File: config.mk
export PLATFORM = sky130hd
export DESIGN_NAME = clock_time_setter
export DESIGN_NICKNAME = d
export VERILOG_FILES = /design/src/rtl/clock_time_setter.sv
export SDC_FILE = /design/constraint.sdc
export NUM_CORES = 1
export LEC_CHECK = 0
export BUFFER_PORTS_ARGS = -buffer_cell sky130_fd_sc_hd__buf_2
export CORE_MARGIN = 2
export CORE_UTILIZATION = 35
export DETAILED_ROUTE_END_ITERATION = 6
export PLACE_DENSITY = 0.65
export RECOVER_POWER = 100
export SLEW_MARGIN = 40
export SYNTH_ARGS = -nofsm -noshare
export SYNTH_HDL_FRONTEND = slang
export SYNTH_SLANG_ARGS = --single-unit
File: constraint.sdc
create_clock -name clk -period 3.2 [get_ports clk]
set_input_delay 0 -clock clk [delete_from_list [all_inputs] [get_ports clk]]
set_output_delay 0 -clock clk [all_outputs]
set_load 0.01 [all_outputs]
File: src/rtl/clock_time_setter.sv
// HH:MM:SS time-keeping and key-driven time-setting controller.
// Optional field blinking in set mode is enabled by defining DIGITALCLOCK_BLINK_EN.
module clock_time_setter #(
   parameter int BLINK_DIV = 25_000_000
) (
   input  logic       clk,
   input  logic       rst,
   input  logic       tick_1hz,
   input  logic       key_mode,
   input  logic       key_inc,
   input  logic       key_dec,
   output logic [4:0] hh,
   output logic [5:0] mm,
   output logic [5:0] ss,
   output logic       set_mode,
   output logic [1:0] sel,
   output logic [2:0] blank
);

   // state  | meaning
   // RUN    | time advances on tick_1hz, INC/DEC ignored
   // SET_HH | time frozen, INC/DEC adjust hours
   // SET_MM | time frozen, INC/DEC adjust minutes
   // SET_SS | time frozen, INC/DEC adjust seconds
   typedef enum logic [1:0] {RUN = 2'd0, SET_HH = 2'd1, SET_MM = 2'd2, SET_SS = 2'd3} state_t;

   state_t     state_q, state_d;
   logic [4:0] hh_q, hh_d;
   logic [5:0] mm_q, mm_d;
   logic [5:0] ss_q, ss_d;
   logic [2:0] prev_q;
   logic       set_mode_q;
   logic [2:0] blank_q, blank_d;

   logic press_mode, press_inc, press_dec, adj_up, adj_dn;

   if (BLINK_DIV < 2) begin : g_div_chk
      $error("BLINK_DIV must be at least 2");
   end

   assign press_mode = prev_q[2] & ~key_mode;
   assign press_inc  = prev_q[1] & ~key_inc;
   assign press_dec  = prev_q[0] & ~key_dec;
   assign adj_up     = press_inc & ~press_dec;
   assign adj_dn     = press_dec & ~press_inc;

   always_comb begin
      state_d = state_q;
      hh_d    = hh_q;
      mm_d    = mm_q;
      ss_d    = ss_q;
      // A tick in RUN is honoured even when MODE is pressed in the same cycle.
      if (state_q == RUN && tick_1hz) begin
         if (ss_q == 6'd59) begin
            ss_d = 6'd0;
            if (mm_q == 6'd59) begin
               mm_d = 6'd0;
               hh_d = (hh_q == 5'd23) ? 5'd0 : hh_q + 5'd1;
            end else begin
               mm_d = mm_q + 6'd1;
            end
         end else begin
            ss_d = ss_q + 6'd1;
         end
      end
      if (press_mode) begin
         state_d = state_t'(state_q + 2'd1);
      end else begin
         case (state_q)
            SET_HH: begin
               if (adj_up)      hh_d = (hh_q == 5'd23) ? 5'd0 : hh_q + 5'd1;
               else if (adj_dn) hh_d = (hh_q == 5'd0) ? 5'd23 : hh_q - 5'd1;
            end
            SET_MM: begin
               if (adj_up)      mm_d = (mm_q == 6'd59) ? 6'd0 : mm_q + 6'd1;
               else if (adj_dn) mm_d = (mm_q == 6'd0) ? 6'd59 : mm_q - 6'd1;
            end
            SET_SS: begin
               if (adj_up)      ss_d = (ss_q == 6'd59) ? 6'd0 : ss_q + 6'd1;
               else if (adj_dn) ss_d = (ss_q == 6'd0) ? 6'd59 : ss_q - 6'd1;
            end
            default: ;
         endcase
      end
   end

`ifdef DIGITALCLOCK_BLINK_EN
   localparam int CW = (BLINK_DIV > 1) ? $clog2(BLINK_DIV) : 1;

   logic [CW-1:0] cnt_q, cnt_d;
   logic          phase_q, phase_d;
   logic          press_any;

   assign press_any = press_mode | press_inc | press_dec;

   always_comb begin
      cnt_d   = cnt_q;
      phase_d = phase_q;
      // Restart with the field visible whenever the user interacts.
      if (press_any || state_d != state_q) begin
         cnt_d   = '0;
         phase_d = 1'b0;
      end else if (cnt_q == CW'(BLINK_DIV - 1)) begin
         cnt_d   = '0;
         phase_d = ~phase_q;
      end else begin
         cnt_d = cnt_q + CW'(1);
      end
      case (state_d)
         SET_HH:  blank_d = {phase_d, 2'b00};
         SET_MM:  blank_d = {1'b0, phase_d, 1'b0};
         SET_SS:  blank_d = {2'b00, phase_d};
         default: blank_d = 3'b000;
      endcase
   end

   always_ff @(posedge clk) begin
      if (rst) begin
         cnt_q   <= '0;
         phase_q <= 1'b0;
      end else begin
         cnt_q   <= cnt_d;
         phase_q <= phase_d;
      end
   end
`else
   assign blank_d = 3'b000;
`endif

   always_ff @(posedge clk) begin
      if (rst) begin
         state_q    <= RUN;
         hh_q       <= 5'd0;
         mm_q       <= 6'd0;
         ss_q       <= 6'd0;
         prev_q     <= 3'b111;
         set_mode_q <= 1'b0;
         blank_q    <= 3'b000;
      end else begin
         state_q    <= state_d;
         hh_q       <= hh_d;
         mm_q       <= mm_d;
         ss_q       <= ss_d;
         prev_q     <= {key_mode, key_inc, key_dec};
         set_mode_q <= (state_d != RUN);
         blank_q    <= blank_d;
      end
   end

   assign hh       = hh_q;
   assign mm       = mm_q;
   assign ss       = ss_q;
   assign sel      = state_q;
   assign set_mode = set_mode_q;
   assign blank    = blank_q;

endmodule
== Yosys cells after proc, flatten, opt, wreduce, memory -nomap -nowiden ==
Cells that the tools add are included.

* Output and inout port bits: 23
* Word-level logic and storage cells: 60
* Register bits after elaboration: 23

* Eq/ne operators: 6
* $add $sub $neg: 7
* Muxes and demuxes: 25
* Bitwise logic cells: 10
* Reductions and logical operators: 6

{| class="wikitable"
|+ Operators by type and width
! cell !! count
|-
| two-way mux 6 bit || 15
|-
| two-way mux 5 bit || 9
|-
| adder 6 x 1 -> 6 bit (second input constant) || 2
|-
| equality test 6 bit (second input constant) || 2
|-
| logical NOT 6 bit || 2
|-
| subtractor 6 x 1 -> 6 bit (second input constant) || 2
|-
| adder 5 x 1 -> 5 bit (second input constant) || 1
|-
| bitwise AND 1 bit || 5
|-
| equality test 5 bit (second input constant) || 1
|-
| logical NOT 5 bit || 1
|-
| inverter 1 bit || 5
|-
| subtractor 5 x 1 -> 5 bit (second input constant) || 1
|-
| equality test 2 bit (second input constant) || 2
|-
| adder 2 x 1 -> 2 bit (second input constant) || 1
|-
| equality test 2 x 1 -> 1 bit (second input constant) || 1
|-
| logical NOT 2 bit || 1
|-
| two-way mux 2 bit || 1
|-
| nonzero test 2 bit || 1
|-
| logical AND 1 bit || 1
|}

== Logic depth before layout (Yosys ltp) ==
* Depth after elaboration: 9
* Gate-level depth with buffers: 8
* Mapped depth without buffers: 7

== Worst setup path after synthesis ==
No wires, ideal clock.

* Path kind: register -> register
* From: register state_q[0] (netlist: sel[0])
* To: register mm_q[1] (netlist: mm[1])
* Arrival time: 1.743 ns
* Data required time: 3.112 ns
* Stages on the path, launching flop included: 8
* Path slack: 1.368 ns
* Buffers on the path: 1
* Path through: dfxtp_1 inv_1 ha_1 and4b_2 and2_4 buf_6 o311a_1 a311oi_2

* Longest elaborated chain between the ends: 7
* Elaborated cells between the ends (all ways): 8
* Classes of those cells: eq/ne: 1; mux: 5; reduce/logical: 2

{| class="wikitable"
|+ Ends and longest elaborated chain
! item !! line !! RTL
|-
| from (decl) || 27 || <nowiki>state_t state_q, state_d;</nowiki>
|-
| from (signal assigned) || 140 || <nowiki>state_q <= state_d;</nowiki>
|-
| logical NOT 2 bit || 53 || <nowiki>if (state_q == RUN && tick_1hz) begin</nowiki>
|-
| logical AND 1 bit || 53 ||
|-
| two-way mux 6 bit || 53 ||
|-
| two-way mux 6 bit || 76 || <nowiki>else if (adj_dn) mm_d = (mm_q == 6'd0) ? 6'd59 : mm_q - 6'd1;</nowiki>
|-
| two-way mux 6 bit || 75 || <nowiki>if (adj_up) mm_d = (mm_q == 6'd59) ? 6'd0 : mm_q + 6'd1;</nowiki>
|-
| two-way mux 6 bit || 69 || <nowiki>case (state_q)</nowiki>
|-
| two-way mux 6 bit (*) || 66 || <nowiki>if (press_mode) begin</nowiki>
|-
| to (signal assigned) || 142 || <nowiki>mm_q <= mm_d;</nowiki>
|-
| to (decl) || 29 || <nowiki>logic [5:0] mm_q, mm_d;</nowiki>
|}

Every way passes the cells marked *; elsewhere a longest branch is shown, timed or not.
A chain may end at the register's enable or synchronous reset.

== Final worst setup path ==
* From: input port key_inc
* To: register hh_q[4] (netlist: hh[4])

* Longest elaborated chain between the ends: 8
* Elaborated cells between the ends (all ways): 9
* Classes of those cells: mux: 4; bitwise: 5

{| class="wikitable"
|+ Ends and longest elaborated chain
! item !! line !! RTL
|-
| from (decl) || 10 || <nowiki>input logic key_inc,</nowiki>
|-
| inverter 1 bit (*) || 42 || <nowiki>assign press_inc = prev_q[1] & ~key_inc;</nowiki>
|-
| bitwise AND 1 bit (*) || 42 ||
|-
| inverter 1 bit || 45 || <nowiki>assign adj_dn = press_dec & ~press_inc;</nowiki>
|-
| bitwise AND 1 bit || 45 ||
|-
| two-way mux 5 bit || 72 || <nowiki>else if (adj_dn) hh_d = (hh_q == 5'd0) ? 5'd23 : hh_q - 5'd1;</nowiki>
|-
| two-way mux 5 bit (*) || 71 || <nowiki>if (adj_up) hh_d = (hh_q == 5'd23) ? 5'd0 : hh_q + 5'd1;</nowiki>
|-
| two-way mux 5 bit (*) || 69 ||
|-
| two-way mux 5 bit (*) || 66 ||
|-
| to (signal assigned) || 141 || <nowiki>hh_q <= hh_d;</nowiki>
|-
| to (decl) || 28 || <nowiki>logic [4:0] hh_q, hh_d;</nowiki>
|}

Marked as above.

==> reports/metrics.cfg <==
[run_status]
outcome = finished clean

[run]
drv_cap = 0

[finish]
syn2layout_area_growth_pct = 4.12
fin_nets = 306
drive_above_1_share_pct = 8.71
n_antenna_cell = 0
fin_util_pct = 37.7
fillers = 644
fin_cells = 362
fin_area_um2 = 2250

[global_route]
grt_pass1_wl_um = 8660
grt_pass1_vias = 1839
grt_max_degree = 25
grt_use_total_pct = 16.1
grt_remaining_overflow = 0
antenna_found_initial = 0

[route]
wl_met2_um = 2420
wl_met3_um = 226
viasPerCell = 5.70
vias = 2063
wl_met1_um = 2520
top_layer = met4
drt.antenna.violating_nets = 0
wl_per_cell_um = 14.4
drtPass1Iterations = 4
drc = 0
wirelength_um = 5210
drt_iter0_drc = 193

[sta]
setup_viol = 0
period_needed_ns = 2.65
final.period_utilization_pct = 82.9
hold_slack_ns = 0.167
tns_ns = 0
finClkSkew_ns = 0.0148
drv_slew = 0
fmax_mhz = 377
hold_violations = 0
rsz0062_at_grt = no
worst_slew_pin_slew_ns = 0.965
relSlewSlack_pct = 35.7

[worst_setup_path]
path_cells = dlygate4sd3_1 > buf_2 > nor2b_1 > and2_0 > o21ai_2 > a2111oi_0 > a211oi_1
cp_max_fo = 18
crit_slowest_cell = and2_0
cp.buffers_inverters = 2
max_stage_delay_ns = 0.85
cpLargestDelayFamily = simple AND/OR/NAND/NOR gates
worstPathArrival_ns = 2.78
startpoint_type = input port
worstPathRequired_ns = 3.33
worst-setup-path-type = input port to flop
end_kind = flop
regToRegSetupSlack_ns = 0.62

[worst_hold_path]
hold_path_class = input port to flop

[placement]
dp_cells = 355
gp_congestion = 0.858
placed_area_um2 = 2200
dp_hpwl_um = 3720
numPortBuffers = 25

[clock_network]
clock_latency_ns = 0.27
cts.sinks = 23
post_cts_buffers = 0
cts_buffers = 3
htreeDepth = 1
clkTransAtPathRegs_ns = 0.09
cts_root_buf = clkbuf_8
cts_tree = built
cts_buffer_depth = 2
post_cts_resized = 0

[synth]
yosysSeqAreaShare_pct = 21.3
yosysWarnings = 0
synth_cell_types = 61
synth_edf_count = 0
ys_ff_latch = 23
synth_top_flop_cell = dfxtp_1
avgSynthCellArea_um2 = 7.70
syn_area_um2 = 2160
synth_cells = 280
async_flop_share_pct = 0

[floorplan]
initial_core_util_pct = 36.2
die_h_um = 82.5
core-area_um2 = 5960
rows = 28
io_pins = 29
die_w_um = 82.5
dieArea_um2 = 6810

[power]
powerDensity_nw_per_um2 = 317
ir_worst_vdd_mv = 0.175
p_leak_uw = 0.000763

-- power by group --
part	switching, µW	leakage (µW)	internal [µW]
sequential	31.8	0.000188	303
clock	99.4	0.0000255	87.1
combinational	112	0.000550	78.4
-- worst reg2reg max path, delay by kind of cell, from the launching register on --
family / cells / cell delay (ns)
flip-flops: 1 / 0.31
AND/OR/NAND/NOR: 2 / 1.37
AO/OA/AOI/OAI: 3 / 0.76
-- cells in the mapped netlist (5+ instances only) --
cell	number	area share, %
nand3_1	9	2.1
nand2_1	19	3.3
ha_1	12	7.0
clkbuf_1	5	0.87
nor3_1	16	3.7
a21oi_1	21	4.9
nor2_1	13	2.3
dfxtp_1	23	21
buf_2	9	2.1
a221oi_1	6	2.4
nor2b_1	8	2.3
xnor2_1	7	2.8
nand4_1	5	1.5
inv_1	12	2.1
o21ai_0	22	5.1
buf_4	6	2.1
a211oi_1	8	2.8
buf_6	6	3.1
-- sequential cells by signal (all words and copies together), names as in the netlist --
register  flops
ss            6
hh            5
sel           2
prev_q        3
mm            6
set_mode      1
-- cell type report --
| class | instances | area [µm²] | area share [%] |
|---|---|---|---|
| clock buffer | 3 | 41.3 | 1.84 |
| tap | 75 | 93.8 | 4.18 |
| sequential | 23 | 460 | 20.5 |
| clock inverter | 1 | 5.00 | 0.223 |
| multi-input combinational | 220 | 1470 | 65.5 |
| inverter | 12 | 45.0 | 2.01 |
| timing repair buffer | 28 | 129 | 5.74 |
-- placed cells by master (no fill, tap or decap), drive strengths merged, types with 9 or more instances in the layout --
master,count
nor3,17
clkbuf,24
inv,12
o21ai,24
a21oi,21
dfxtp,23
ha,12
nand2,19
nor2,15
nand3,9
-- stage by stage --
stage / power, µW / worst slack, ns
6_report: 712 / 0.547
5_1_grt: 763 / 0.393
4_1_cts: 725 / 0.877
3_5_place_dp: 532 / 0.967
3_3_place_gp: 529 / 1.08
2_1_floorplan: 494 / 1.37
-- timing repair --
action	CTS	global route
hold endpoints to repair	3	0
hold buffers	3	0
endpoints found under the setup margin	0	0
-- per-layer routing --
layer / up-vias / global-route usage [%]
li1: 1035 / -
met3: 4 / 2.17
met5: - / 0
met1: 982 / 22.6
met4: 0 / 5.08
met2: 42 / 25.4
-- logic make-up (layout without fill, tap and decap cells) --
group | Yosys count | after routing | synth area share [%]
compound gates | 90 | 90 | 28.7
xor+xnor | 11 | 11 | 4.47
fa+ha+maj | 12 | 12 | 6.96
buf+inv | 39 | 44 | 10.5
flops | 23 | 23 | 21.3
mux | 4 | 4 | 1.86
other cells | 1 | 3 | 0.174
simple gates | 100 | 100 | 26.0
-- path summary, 6_finish.rpt --
kind	start	to	depth (start not counted)
setup / recovery	key_inc	hh[4]	7
hold / removal	rst	sel[0]	2
setup reg to reg	prev_q[1]	hh[4]	5
hold reg to reg	sel[1]	sel[1]	2
No activity file was read; power rests on OpenSTA's default activity.
